File: src/rtl/irrigation_zone_scheduler.sv
// irrigation_zone_scheduler
// Shares one pump among four irrigation zones. Requests are latched per zone,
// granted one at a time in round-robin order, run for a short or long number
// of one-second ticks, and each run is followed by a pump-off settle gap.
module irrigation_zone_scheduler #(
    parameter int TICK_DIV  = 50000000,
    parameter int RUN_SHORT = 30,
    parameter int RUN_LONG  = 60,
    parameter int GAP_S     = 2
) (
    input  logic       CLOCK_50,
    input  logic       reset,
    input  logic [3:0] req,
    input  logic [3:0] long_sel,
    input  logic       abort,
    output logic [3:0] valve,
    output logic       pump_on,
    output logic [1:0] grant_id,
    output logic [5:0] remaining,
    output logic       busy,
    output logic       done
);

    localparam int PW = $clog2(TICK_DIV);
    localparam int GW = $clog2(GAP_S + 1);
    localparam logic [PW-1:0] PRE_LAST  = PW'(TICK_DIV - 1);
    localparam logic [5:0]    LEN_SHORT = 6'(RUN_SHORT);
    localparam logic [5:0]    LEN_LONG  = 6'(RUN_LONG);
    localparam logic [GW-1:0] GAP_LEN   = GW'(GAP_S);

    typedef enum logic [1:0] {S_IDLE, S_RUN, S_GAP} state_t;

    state_t        state_q, state_d;
    logic [3:0]    pending_q, pending_d;
    logic [3:0]    dur_q, dur_d;
    logic [1:0]    rr_ptr_q, rr_ptr_d;
    logic [PW-1:0] pre_q, pre_d;
    logic [5:0]    rem_q, rem_d;
    logic [GW-1:0] gap_q, gap_d;
    logic [3:0]    valve_q, valve_d;
    logic [1:0]    gid_q, gid_d;
    logic          done_q, done_d;
    logic          busy_q, busy_d;
    logic          pump_q, pump_d;

    logic          tick;
    logic          found;
    logic [1:0]    pick;
    logic [1:0]    cand;

    // State and output registers; every output comes straight from a flop.
    always_ff @(posedge CLOCK_50) begin
        if (reset) begin
            state_q   <= S_IDLE;
            pending_q <= '0;
            dur_q     <= '0;
            rr_ptr_q  <= '0;
            pre_q     <= '0;
            rem_q     <= '0;
            gap_q     <= '0;
            valve_q   <= '0;
            gid_q     <= '0;
            done_q    <= 1'b0;
            busy_q    <= 1'b0;
            pump_q    <= 1'b0;
        end else begin
            state_q   <= state_d;
            pending_q <= pending_d;
            dur_q     <= dur_d;
            rr_ptr_q  <= rr_ptr_d;
            pre_q     <= pre_d;
            rem_q     <= rem_d;
            gap_q     <= gap_d;
            valve_q   <= valve_d;
            gid_q     <= gid_d;
            done_q    <= done_d;
            busy_q    <= busy_d;
            pump_q    <= pump_d;
        end
    end

    // Request capture, round-robin pick and IDLE/RUN/GAP sequencing.
    always_comb begin
        state_d   = state_q;
        pending_d = pending_q;
        dur_d     = dur_q;
        rr_ptr_d  = rr_ptr_q;
        pre_d     = pre_q;
        rem_d     = rem_q;
        gap_d     = gap_q;
        valve_d   = valve_q;
        gid_d     = gid_q;
        done_d    = 1'b0;
        tick      = (pre_q == PRE_LAST);
        found     = 1'b0;
        pick      = rr_ptr_q;
        cand      = rr_ptr_q;

        // First pending zone at or after the round-robin pointer.
        for (int j = 0; j < 4; j++) begin
            cand = rr_ptr_q + 2'(j);
            if (!found && pending_q[cand]) begin
                found = 1'b1;
                pick  = cand;
            end
        end

        // The zone currently running cannot queue a repeat of itself.
        for (int i = 0; i < 4; i++) begin
            if (req[i] && !abort && !(state_q == S_RUN && gid_q == 2'(i))) begin
                pending_d[i] = 1'b1;
                dur_d[i]     = long_sel[i];
            end
        end

        case (state_q)
            S_IDLE: begin
                if (found && !abort) begin
                    valve_d         = 4'b0001 << pick;
                    gid_d           = pick;
                    rem_d           = dur_q[pick] ? LEN_LONG : LEN_SHORT;
                    pending_d[pick] = 1'b0;
                    rr_ptr_d        = pick + 2'd1;
                    pre_d           = '0;
                    state_d         = S_RUN;
                end
            end
            S_RUN: begin
                if (abort) begin
                    valve_d = '0;
                    rem_d   = '0;
                    gap_d   = GAP_LEN;
                    pre_d   = '0;
                    state_d = S_GAP;
                end else begin
                    pre_d = tick ? '0 : pre_q + 1'b1;
                    if (tick) begin
                        if (rem_q == 6'd1) begin
                            rem_d   = '0;
                            valve_d = '0;
                            done_d  = 1'b1;
                            gap_d   = GAP_LEN;
                            state_d = S_GAP;
                        end else begin
                            rem_d = rem_q - 6'd1;
                        end
                    end
                end
            end
            S_GAP: begin
                pre_d = tick ? '0 : pre_q + 1'b1;
                if (tick) begin
                    gap_d = gap_q - 1'b1;
                    if (gap_q == GW'(1)) begin
                        state_d = S_IDLE;
                    end
                end
            end
            default: begin
                state_d = S_IDLE;
                valve_d = '0;
            end
        endcase

        if (abort) begin
            pending_d = '0;
        end

        pump_d = (valve_d != 4'b0000);
        busy_d = (state_d != S_IDLE);
    end

    assign valve     = valve_q;
    assign pump_on   = pump_q;
    assign grant_id  = gid_q;
    assign remaining = rem_q;
    assign busy      = busy_q;
    assign done      = done_q;

endmodule

File: config.mk
export PLATFORM = sky130hd
export DESIGN_NAME = irrigation_zone_scheduler
export DESIGN_NICKNAME = d
export VERILOG_FILES = /design/src/rtl/irrigation_zone_scheduler.sv
export SDC_FILE = /design/constraint.sdc
export NUM_CORES = 1
export LEC_CHECK = 0
export CAP_MARGIN = 15
export CORE_UTILIZATION = 57
export DETAILED_ROUTE_END_ITERATION = 16
export GPL_ROUTABILITY_DRIVEN = 0
export PLACE_DENSITY = 0.85
export RECOVER_POWER = 100
export SLEW_MARGIN = 0
export SYNTH_ARGS = -nofsm -noshare
export SYNTH_HDL_FRONTEND = slang
export SYNTH_SLANG_ARGS = --single-unit
File: constraint.sdc
create_clock -name CLOCK_50 -period 3.1 [get_ports CLOCK_50]
set_clock_uncertainty 0.1 [all_clocks]
set_input_delay 0.31 -clock CLOCK_50 [delete_from_list [all_inputs] [get_ports CLOCK_50]]
set_output_delay 0.31 -clock CLOCK_50 [all_outputs]
set_load 0.02 [all_outputs]
==> flow_metrics.py, run 1 <==
metrics = {
    "worst_hold_path": {
        "holdCritStartpoint": "valve[1]",
        "timing.hold.worst_path_depth": 1,
        "timing.hold.worst_endpoint": "valve[1]",
        "worst_hold_path_type": "flop to flop",
    },
    "drt": {
        "mean_number_of_vias_per_cell": 5.958,
        "drc": 0,
        "vias": 2568,
        "avgRoutedWirePerCell_um": 14.42,
        "initialDrtViolationCount": 155,
        "detail_route.wirelength_mm": 6.214,
        "drt_first_pass_iters": 4,
        "antenna_left": 0,
    },
    "clocking": {
        "clock_tree.buffer_depth": 2,
        "cts_hold_repair.buffers": 0,
        "postCtsSetupBuffers": 0,
        "clk-insertion-delay-late_ns": 0.32,
        "cts_made_buffers": 5,
        "clock_slew_seen_by_the_registers_of_the_worst_setup_and_hold_paths_ns": 0.10,
        "htree_levels": 2,
        "root_buffer": "sky130_fd_sc_hd__clkbuf_8",
        "cts_tree": "done",
        "tritoncts_num_sinks": 55,
        "cts-resized-gates": 0,
    },
    "power_and_ir_drop": {
        "power.clock.fraction_pct": 27.8,
        "combPwrFrac_pct": 19.6,
        "swShare_pct": 30.18,
        "intPower_mw": 1.018,
        "power_per_cell_area_nw_per_um2": 447.7,
        "post-layout-total-power_mw": 1.459,
        "cellLeakagePower_nw": 1.185,
        "power.net_switching_mw": 0.4403,
        "seq_power_share_pct": 52.6,
        "worst_voltage_drop_across_the_vdd_grid_mv": 0.2895,
    },
    "critical_path": {
        "worstPathCellList": "or4_1 > or4_1 > or3_1 > a21boi_0 > o221ai_1 > o41ai_1",
        "timing.critical_path.arrival_ns": 2.80,
        "critPathKind": "flop to flop",
        "timing.critical_path.required_ns": 3.20,
        "critical_path.top_delay_family": "simple AND/OR/NAND/NOR gates",
        "startpoint_of_the_worst_register_to_register_path": "pre_q[10]",
        "critical_path.slowest_cell": "sky130_fd_sc_hd__or4_1",
        "path_common_cell": "sky130_fd_sc_hd__or4_1",
        "setup.reg_to_reg.worst_slack_ns": 0.40,
        "path_depth": 6,
        "timing.rr.end": "busy",
        "critical_path.max_fanout": 8,
        "worstSetupEndpointType": "flop",
        "worst-path-buf-inv": 0,
        "reg2regPathDepth": 6,
        "largest_stage_delay_on_the_critical_path_ns": 0.62,
        "cp-start-kind": "flop",
    },
    "yosys": {
        "synth.ff_latch_count": 55,
        "synth_area_per_cell_um2": 8.422,
        "synth-edff-count": 0,
        "synthArstFlopShare_pct": 0,
        "yosys_most_used_dff": "sky130_fd_sc_hd__dfxtp_1",
        "synth_cells": 338,
        "synth.yosys.warnings": 0,
        "synth.yosys.seq_area_share_pct": 38.68,
        "yosys.area.top_type": "sky130_fd_sc_hd__dfxtp_1",
        "synth_fp_nets": 357,
        "synth_largest_type_area_fraction_pct": 38.68,
        "ys_types": 57,
        "synth.top_cells.by_area": "sky130_fd_sc_hd__dfxtp_1 39%, sky130_fd_sc_hd__nor2_1 6.2%, sky130_fd_sc_hd__a21oi_1 4.2%, sky130_fd_sc_hd__xor2_1 4.0%, sky130_fd_sc_hd__ha_1 3.5%",
        "post_synth_instance_area_um2": 2846,
    },
    "die": {
        "die_width_um": 72.67,
        "std_cell_rows": 25,
        "num_io_pins": 26,
        "chipHeight_um": 72.67,
        "fp.dieArea_um2": 5280,
        "floorplan.initialDensity_pct": 59.87,
        "placeableCoreArea_um2": 4755,
    },
    "finish": {
        "mostFrequentLayoutCell": "sky130_fd_sc_hd__dfxtp_1",
        "final_nets": 382,
        "most-common-layout-cells": "55 x sky130_fd_sc_hd__dfxtp_1, 47 x sky130_fd_sc_hd__nor2_1, 24 x sky130_fd_sc_hd__a21oi_1, 22 x sky130_fd_sc_hd__nand2_1, 15 x sky130_fd_sc_hd__dlygate4sd3_1",
        "syn_to_final_growth_pct": 14.46,
        "drive_above_1_share_pct": 6.044,
        "antenna_cells_inserted": 0,
    },
    "outcome": {
        "status": "completed",
    },
    "sta": {
        "fin_crit_sh_pct": 86.97,
        "slew_headroom_pct": 48.37,
        "fin_tns_setup_ns": 0,
        "number_of_hold_slack_violations_in_the_final_timing_report": 0,
        "hold_slack_ns": 0.4023,
        "worst_pin_slew_ns": 0.7673,
        "achievable_clock_frequency_mhz": 370.9,
        "setup_viol": 0,
        "finalMaxSlewViolations": 0,
        "finalWorstPathRequiredPeriod_ns": 2.696,
        "unrepaired_setup_endpoints_after_global_routing": "no",
    },
    "grt": {
        "grt_start_max_net_pins": 19,
        "number_of_antenna_violations_at_the_first_check_in_global_routing": 0,
        "grt_overflow": 0,
        "grt_first_pass_wirelength_mm": 10.40,
        "grt_use_total_pct": 24.99,
        "via_count_of_the_first_global_routing_pass": 2385,
    },
    "placed_design": {
        "hpwl_mm": 4.496,
        "placement.io_buffers": 25,
    },
    "job": {
        "max_cap_viol_count": 0,
    },
}
==> kinds of logic (layout without fill, tap and decap cells) <==
| kind of cell | count (synthesis) | after routing | synth area share (%) |
|---|---|---|---|
| adder cells (fa/ha/maj) | 8 | 8 | 3.517 |
| flip-flops | 55 | 55 | 38.68 |
| AO/OA/AOI/OAI | 74 | 74 | 18.73 |
| XOR/XNOR | 18 | 18 | 5.538 |
| buffers and inverters | 27 | 53 | 3.956 |
| multiplexers | 8 | 8 | 2.857 |
| AND/OR/NAND/NOR | 148 | 148 | 26.73 |
==> cells in the mapped netlist (10+ instances only) <==
cell                       instances
sky130_fd_sc_hd__clkbuf_1         10
sky130_fd_sc_hd__a21oi_1          24
sky130_fd_sc_hd__nand2_1          22
sky130_fd_sc_hd__xor2_1           13
sky130_fd_sc_hd__nor2_1           47
sky130_fd_sc_hd__inv_1            13
sky130_fd_sc_hd__nand3_1          13
sky130_fd_sc_hd__dfxtp_1          55
sky130_fd_sc_hd__nor3_1           14
sky130_fd_sc_hd__o21ai_0          13
==> worst register-to-register path, delay by kind of cell (launching register included) <==
kind             cells  cell delay, ns
AO/OA/AOI/OAI        3            0.55
flip-flops           1            0.39
AND/OR/NAND/NOR      3            1.55
==> routing by layer <==
layer	up-vias	track usage, %	routed length, um
met5	-	0	0
met4	0	9.586	112
met3	11	4.282	333
met2	69	44.34	3015
met1	1207	30.12	2752
li1	1281	-	-
==> cell type report <==
type	instances	area, um^2
multi-input combinational	256	1617
fill	403	1496
sequential	55	1101
timing repair buffer	32	315.3
tap	67	83.83
clock buffer	5	68.82
inverter	13	48.80
clock inverter	3	23.77
==> state kept, by name, indices dropped and copies added, names as in the netlist <==
| signal | count |
|---|---|
| gap_q | 2 |
| busy | 1 |
| dur_q | 4 |
| valve | 4 |
| pre_q | 26 |
| pump_on | 1 |
| grant_id | 2 |
| rr_ptr_q | 2 |
| pending_q | 4 |
| done | 1 |
| remaining | 6 |
| state_q | 2 |
==> stage by stage <==
step	cell area (um^2)	worst slack, ns	cells	utilization [%]
after CTS	3274	0.4056	431	68.87
after floorplan	2846	0.5983	338	-
after global placement	3182	0.4624	423	66.92
after detailed placement	3182	0.4118	423	66.92
final	3258	0.4040	431	68.53
after global routing	3258	0.2460	431	68.53
==> worst max-delay path by stage <==
stage | from | end
after global routing | pre_q[10] | remaining[4]
after global placement | pre_q[10] | busy
after detailed placement | pre_q[10] | busy
after floorplan | pre_q[10] | busy
after CTS | pre_q[10] | busy
final | pre_q[10] | busy
==> power groups by stage <==
stage	logic (mW)	clock network (mW)	registers (mW)
final	0.286	0.406	0.767
after floorplan	0.177	0	0.798
after global placement	0.289	0	0.782
after CTS	0.297	0.416	0.767
after global routing	0.313	0.439	0.772
after detailed placement	0.296	0	0.784
No activity file was read; power rests on OpenSTA's default activity.
==> run 2: changes to the inputs <==
CORE_UTILIZATION = 59   (was 57)
CTS_BUF_LIST = sky130_fd_sc_hd__clkbuf_8   (was unset)
PLACE_DENSITY = 0.88   (was 0.85)
==> run 2 against run 1 <==
Against the previous run: non-clock buffer count did not move; worst hold slack got worse by 0.0014 ns; combinational power decreased by 2%; sequential power about the same.
==> flow_metrics.py, run 2 (same netlist as run 1, synthesis figures left out) <==
metrics = {
    "outcome": {
        "status": "completed",
    },
    "clocking": {
        "postCtsSetupBuffers": 0,
        "cts_tree": "done",
        "clock_slew_seen_by_the_registers_of_the_worst_setup_and_hold_paths_ns": 0.09,
        "htree_levels": 2,
        "cts_hold_repair.buffers": 0,
        "root_buffer": "sky130_fd_sc_hd__clkbuf_8",
        "clk-insertion-delay-late_ns": 0.31,
        "tritoncts_num_sinks": 55,
        "cts_made_buffers": 5,
        "clock_tree.buffer_depth": 2,
        "cts-resized-gates": 0,
    },
    "sta": {
        "finalMaxSlewViolations": 0,
        "worst_pin_slew_ns": 0.7678,
        "achievable_clock_frequency_mhz": 354.1,
        "hold_slack_ns": 0.4009,
        "finalWorstPathRequiredPeriod_ns": 2.824,
        "fin_crit_sh_pct": 91.09,
        "setup_viol": 0,
        "fin_tns_setup_ns": 0,
        "number_of_hold_slack_violations_in_the_final_timing_report": 0,
        "unrepaired_setup_endpoints_after_global_routing": "no",
        "slew_headroom_pct": 48.81,
    },
    "critical_path": {
        "timing.critical_path.required_ns": 3.19,
        "setup.reg_to_reg.worst_slack_ns": 0.28,
        "reg2regPathDepth": 5,
        "critPathKind": "flop to flop",
        "worstSetupEndpointType": "flop",
        "timing.rr.end": "remaining[2]",
        "critical_path.max_fanout": 9,
        "timing.critical_path.arrival_ns": 2.92,
        "cp-start-kind": "flop",
        "startpoint_of_the_worst_register_to_register_path": "pre_q[10]",
    },
    "drt": {
        "drt_first_pass_iters": 5,
        "drc": 0,
        "initialDrtViolationCount": 186,
        "mean_number_of_vias_per_cell": 6.238,
        "avgRoutedWirePerCell_um": 15.81,
        "antenna_left": 0,
        "detail_route.wirelength_mm": 6.575,
        "vias": 2595,
    },
    "worst_hold_path": {
        "worst_hold_path_type": "flop to flop",
        "holdCritStartpoint": "dur_q[2]",
        "timing.hold.worst_endpoint": "dur_q[2]",
        "timing.hold.worst_path_depth": 2,
    },
    "finish": {
        "drive_above_1_share_pct": 5.495,
        "mostFrequentLayoutCell": "sky130_fd_sc_hd__dfxtp_1",
        "finalNonFillerCells": 416,
        "largest_register_ffs": 26,
        "regMostFlops": "pre_q",
        "most-common-layout-cells": "55 x sky130_fd_sc_hd__dfxtp_1, 47 x sky130_fd_sc_hd__nor2_1, 24 x sky130_fd_sc_hd__a21oi_1, 22 x sky130_fd_sc_hd__nand2_1, 15 x sky130_fd_sc_hd__dlygate4sd3_1",
        "syn_to_final_growth_pct": 14.42,
        "layout.core_utilization_pct": 72.31,
        "antenna_cells_inserted": 0,
        "final_nets": 382,
    },
    "grt": {
        "grt_overflow": 0,
        "grt_first_pass_wirelength_mm": 10.98,
        "grt_start_max_net_pins": 18,
        "number_of_antenna_violations_at_the_first_check_in_global_routing": 0,
        "via_count_of_the_first_global_routing_pass": 2459,
        "grt_use_total_pct": 27.37,
    },
    "placed_design": {
        "hpwl_mm": 4.802,
        "placement.io_buffers": 25,
        "placed_cells_incl_taps": 408,
    },
    "die": {
        "std_cell_rows": 24,
        "die_width_um": 71.46,
        "num_io_pins": 26,
        "chipHeight_um": 71.46,
        "placeableCoreArea_um2": 4504,
        "floorplan.initialDensity_pct": 63.19,
        "fp.dieArea_um2": 5107,
    },
    "power_and_ir_drop": {
        "post-layout-total-power_mw": 1.598,
        "cellLeakagePower_nw": 1.206,
        "worst_voltage_drop_across_the_vdd_grid_mv": 0.3197,
        "power_per_cell_area_nw_per_um2": 490.7,
    },
    "job": {
        "max_cap_viol_count": 0,
    },
}
==> run 2: how the worst max path moves through the flow <==
stage                     startpoint      endpoint  slack (ns)  depth (start not counted)
after floorplan            pre_q[10]          busy        0.60                          8
after global placement     pre_q[10]  remaining[4]        0.50                          6
after detailed placement   pre_q[10]     pre_q[20]        0.39                          6
after CTS                  pre_q[10]     pre_q[20]        0.38                          6
after global routing       pre_q[10]  remaining[2]        0.15                          5
final                      pre_q[10]  remaining[2]        0.28                          5
==> run 2: power breakdown <==
| part | switching (mW) | internal (mW) |
|---|---|---|
| Sequential | 0.0312 | 0.736 |
| Combinational | 0.164 | 0.117 |
| Clock | 0.230 | 0.320 |
==> run 2: per-stage QoR <==
step,setup slack [ns],cell area (um^2)
global placement,0.4968,3151
CTS,0.3780,3283
finish,0.2762,3257
detailed placement,0.3862,3151
global route,0.1547,3257
floorplan,0.5983,2846
==> run 2: layer usage <==
| metal | GRT usage [%] | wire length [um] | up-vias |
|---|---|---|---|
| li1 | - | - | 1274 |
| met4 | 14.38 | 107 | 0 |
| met1 | 34.46 | 2926 | 1219 |
| met3 | 4.782 | 394 | 12 |
| met5 | 0 | 0 | - |
| met2 | 45.08 | 3146 | 90 |
==> run 2: cell type report <==
class	instances	area [um^2]
Multi-Input combinational cell	256	1607
Fill cell	357	1247
Sequential cell	55	1101
Timing Repair Buffer	32	302.8
Clock buffer	5	68.82
Tap cell	52	65.06
Clock inverter	3	63.81
Inverter	13	48.80
==> run 2: critical path, stage by stage, from the launching register on <==
cell                        delay [ns]
sky130_fd_sc_hd__dfxtp_1          0.39
sky130_fd_sc_hd__or4_1            0.47
sky130_fd_sc_hd__or4_1            0.62
sky130_fd_sc_hd__nor3_4           0.25
sky130_fd_sc_hd__o221ai_1         0.38
sky130_fd_sc_hd__a2111oi_0        0.50
==> run 3: changes to the inputs <==
ABC_AREA = 1   (was unset)
CORE_UTILIZATION = 61   (was 59)
==> run 3 against run 2 <==
Against the previous run: combinational power grew to 6.3 times the previous value; sequential power rose by 20%; utilization down 1.8 points; synthesized area up 28%; count of clock-buffer cells in the layout stayed put; cell area is 22% higher; wire length grew 36%; power is 100% higher; critical path depth increased by 8; worst hold slack worse by 0.047 ns; highest routed layer unchanged.
==> flow_metrics.py, run 3 <==
metrics = {
    "yosys": {
        "post_synth_instance_area_um2": 3645,
        "synth.top_cells.by_area": "sky130_fd_sc_hd__dfxtp_1 30%, sky130_fd_sc_hd__nand2_1 16%, sky130_fd_sc_hd__nand3_1 7.8%, sky130_fd_sc_hd__nor2_1 6.7%, sky130_fd_sc_hd__inv_1 5.9%",
        "synth_cells": 563,
        "ys_types": 42,
        "synth_fp_nets": 582,
        "yosys.area.top_type": "sky130_fd_sc_hd__dfxtp_1",
        "synth.yosys.warnings": 0,
        "synth-edff-count": 0,
        "synth_largest_type_area_fraction_pct": 30.21,
        "ys_top_cells_by_count": "154 x sky130_fd_sc_hd__nand2_1, 65 x sky130_fd_sc_hd__nor2_1, 57 x sky130_fd_sc_hd__inv_1, 57 x sky130_fd_sc_hd__nand3_1, 55 x sky130_fd_sc_hd__dfxtp_1",
        "synth_area_per_cell_um2": 6.474,
        "yosys_most_used_dff": "sky130_fd_sc_hd__dfxtp_1",
        "synthArstFlopShare_pct": 0,
        "yosys.cell_count.top_type": "sky130_fd_sc_hd__nand2_1",
        "synth.ff_latch_count": 55,
        "synth.yosys.seq_area_share_pct": 30.21,
    },
    "sta": {
        "fin_crit_sh_pct": 86.24,
        "achievable_clock_frequency_mhz": 374.1,
        "finalWorstPathRequiredPeriod_ns": 2.673,
        "finalMaxSlewViolations": 0,
        "slew_headroom_pct": 43.58,
        "fin_ws_ns": 0.4267,
        "worst_pin_slew_ns": 0.8357,
        "fin_tns_setup_ns": 0,
        "unrepaired_setup_endpoints_after_global_routing": "no",
        "setup_viol": 0,
        "number_of_hold_slack_violations_in_the_final_timing_report": 0,
    },
    "critical_path": {
        "largest_stage_delay_on_the_critical_path_ns": 0.46,
        "timing.critical_path.required_ns": 3.23,
        "critPathKind": "flop to flop",
        "reg2regPathDepth": 13,
        "path_common_cell": "sky130_fd_sc_hd__nand2_1",
        "critical_path.max_fanout": 14,
        "worstSetupEndpointType": "flop",
        "worstPathCellList": "inv_2 > nand2_1 > nand2_1 > nand2_1 > nand2_4 > nor2_4 > nand4_4 > nand2_4 > a21oi_2 > nand2_1 > nand2_2 > nor2_1 > o21a_1",
        "cp-start-kind": "flop",
        "critical_path.slowest_cell": "sky130_fd_sc_hd__dfxtp_1",
        "timing.critical_path.arrival_ns": 2.80,
    },
    "clocking": {
        "cts-resized-gates": 0,
        "clock_slew_seen_by_the_registers_of_the_worst_setup_and_hold_paths_ns": 0.10,
        "root_buffer": "sky130_fd_sc_hd__clkbuf_8",
        "clk-insertion-delay-late_ns": 0.32,
        "cts_tree": "done",
        "cts_hold_repair.buffers": 0,
        "clock_tree.buffer_depth": 2,
        "cts_made_buffers": 5,
        "htree_levels": 2,
        "postCtsSetupBuffers": 0,
        "tritoncts_num_sinks": 55,
    },
    "worst_hold_path": {
        "worst_hold_path_type": "flop to flop",
        "timing.hold.worst_path_depth": 2,
    },
    "drt": {
        "avgRoutedWirePerCell_um": 13.73,
        "mean_number_of_vias_per_cell": 5.836,
        "detail_route.wirelength_mm": 8.966,
        "drt_first_pass_iters": 5,
        "vias": 3811,
        "antenna_left": 0,
        "initialDrtViolationCount": 346,
        "drc": 0,
    },
    "finish": {
        "regMostFlops": "pre_q",
        "mostFrequentLayoutCell": "sky130_fd_sc_hd__nand2_1",
        "antenna_cells_inserted": 0,
        "drive_above_1_share_pct": 4.819,
        "largest_register_ffs": 26,
        "most-common-layout-cells": "162 x sky130_fd_sc_hd__nand2_1, 66 x sky130_fd_sc_hd__nor2_1, 58 x sky130_fd_sc_hd__inv_1, 58 x sky130_fd_sc_hd__nand3_1, 55 x sky130_fd_sc_hd__dfxtp_1",
        "seq_area_um2": 1101,
        "filler_cell_count": 487,
        "final_nets": 599,
        "syn_to_final_growth_pct": 9.063,
        "multi_input_area_um2": 2147,
    },
    "die": {
        "num_io_pins": 26,
        "std_cell_rows": 27,
        "chipHeight_um": 79.30,
        "die_width_um": 79.30,
        "placeableCoreArea_um2": 5642,
        "fp.dieArea_um2": 6288,
        "floorplan.initialDensity_pct": 64.60,
    },
    "placed_design": {
        "placement.io_buffers": 25,
        "hpwl_mm": 6.758,
        "detailedPlace.worstSlack_ns": 0.5318,
    },
    "power_and_ir_drop": {
        "cellLeakagePower_nw": 1.597,
        "power_per_cell_area_nw_per_um2": 817.5,
        "worst_voltage_drop_across_the_vdd_grid_mv": 0.5340,
    },
    "outcome": {
        "status": "completed",
    },
    "job": {
        "max_cap_viol_count": 0,
    },
    "grt": {
        "grt_use_total_pct": 29.61,
        "via_count_of_the_first_global_routing_pass": 3346,
        "grt_overflow": 0,
        "grt_first_pass_wirelength_mm": 14.75,
        "grt_start_max_net_pins": 21,
        "number_of_antenna_violations_at_the_first_check_in_global_routing": 0,
    },
}
[run 3: cell types whose count changed in the layout (fill, tap and decap cells not counted), moves of 5 or more]
cell / before / now
sky130_fd_sc_hd__nand4_1: 8 / 16
sky130_fd_sc_hd__inv_1: 14 / 58
sky130_fd_sc_hd__nand2_1: 22 / 162
sky130_fd_sc_hd__or3_1: 6 / 0
sky130_fd_sc_hd__a21oi_1: 24 / 33
sky130_fd_sc_hd__mux2i_1: 7 / 0
sky130_fd_sc_hd__nand3_1: 13 / 58
sky130_fd_sc_hd__nor2_1: 47 / 66
sky130_fd_sc_hd__buf_4: 7 / 2
sky130_fd_sc_hd__nor4_1: 8 / 3
[run 3: where the power goes]
group / leakage (nW) / internal, mW / switching [mW]
Sequential: 0.447 / 0.813 / 0.111
Clock: 0.0695 / 0.320 / 0.237
Combinational: 1.08 / 0.531 / 1.24
[run 3: area by class of cell]
| cell class | instances | share of cell area (%) |
|---|---|---|
| clock buffers | 5 | 1.731 |
| clock inverters | 3 | 1.605 |
| inverters | 62 | 5.918 |
| multi-input cells | 428 | 54.01 |
| flip-flops and latches | 55 | 27.70 |
| well taps | 72 | 2.266 |
| repair buffers | 28 | 6.767 |
[run 3: per-stage QoR]
| stage | utilization [%] | instance area (um^2) | hold slack, ns | power, mW | std cells |
|---|---|---|---|---|---|
| 2_1_floorplan | - | 3645 | 0.3241 | 2.425 | 563 |
| 3_3_place_gp | 69.06 | 3896 | 0.3369 | 2.708 | 645 |
| 3_5_place_dp | 69.06 | 3896 | 0.3383 | 2.772 | 645 |
| 4_1_cts | 71.41 | 4029 | 0.3531 | 3.325 | 653 |
| 5_1_grt | 70.46 | 3975 | 0.3866 | 3.491 | 653 |
| 6_report | 70.46 | 3975 | 0.3539 | 3.250 | 653 |
[run 3: logic make-up after synthesis]
logic type / after synthesis / share of synthesized area, %
buf+inv: 80 / 9.509
xor+xnor: 17 / 4.085
simple gates: 333 / 42.02
fa+ha+maj: 8 / 2.746
flops: 55 / 30.21
compound gates: 70 / 11.43
[run 3: path summary, 6_finish.rpt]
check / end / start / slack [ns]
max reg2reg: pre_q[8] / rr_ptr_q[0] / 0.43
max: pre_q[8] / rr_ptr_q[0] / 0.43
min: dur_q[3] / dur_q[3] / 0.35
min reg2reg: dur_q[3] / dur_q[3] / 0.35
[run 3: worst max-delay path: cells and delay by family (launching register included)]
kind	cells	cell delay, ns
AO/OA/AOI/OAI	2	0.56
buffers and inverters	1	0.26
AND/OR/NAND/NOR	10	1.18
flip-flops	1	0.46
[run 3: routing by layer]
metal / global-route usage (%) / wire (um)
met1: 39.26 / 3990
met2: 49.14 / 4102
met4: 8.909 / 175
met3: 4.828 / 698
met5: 0 / 0
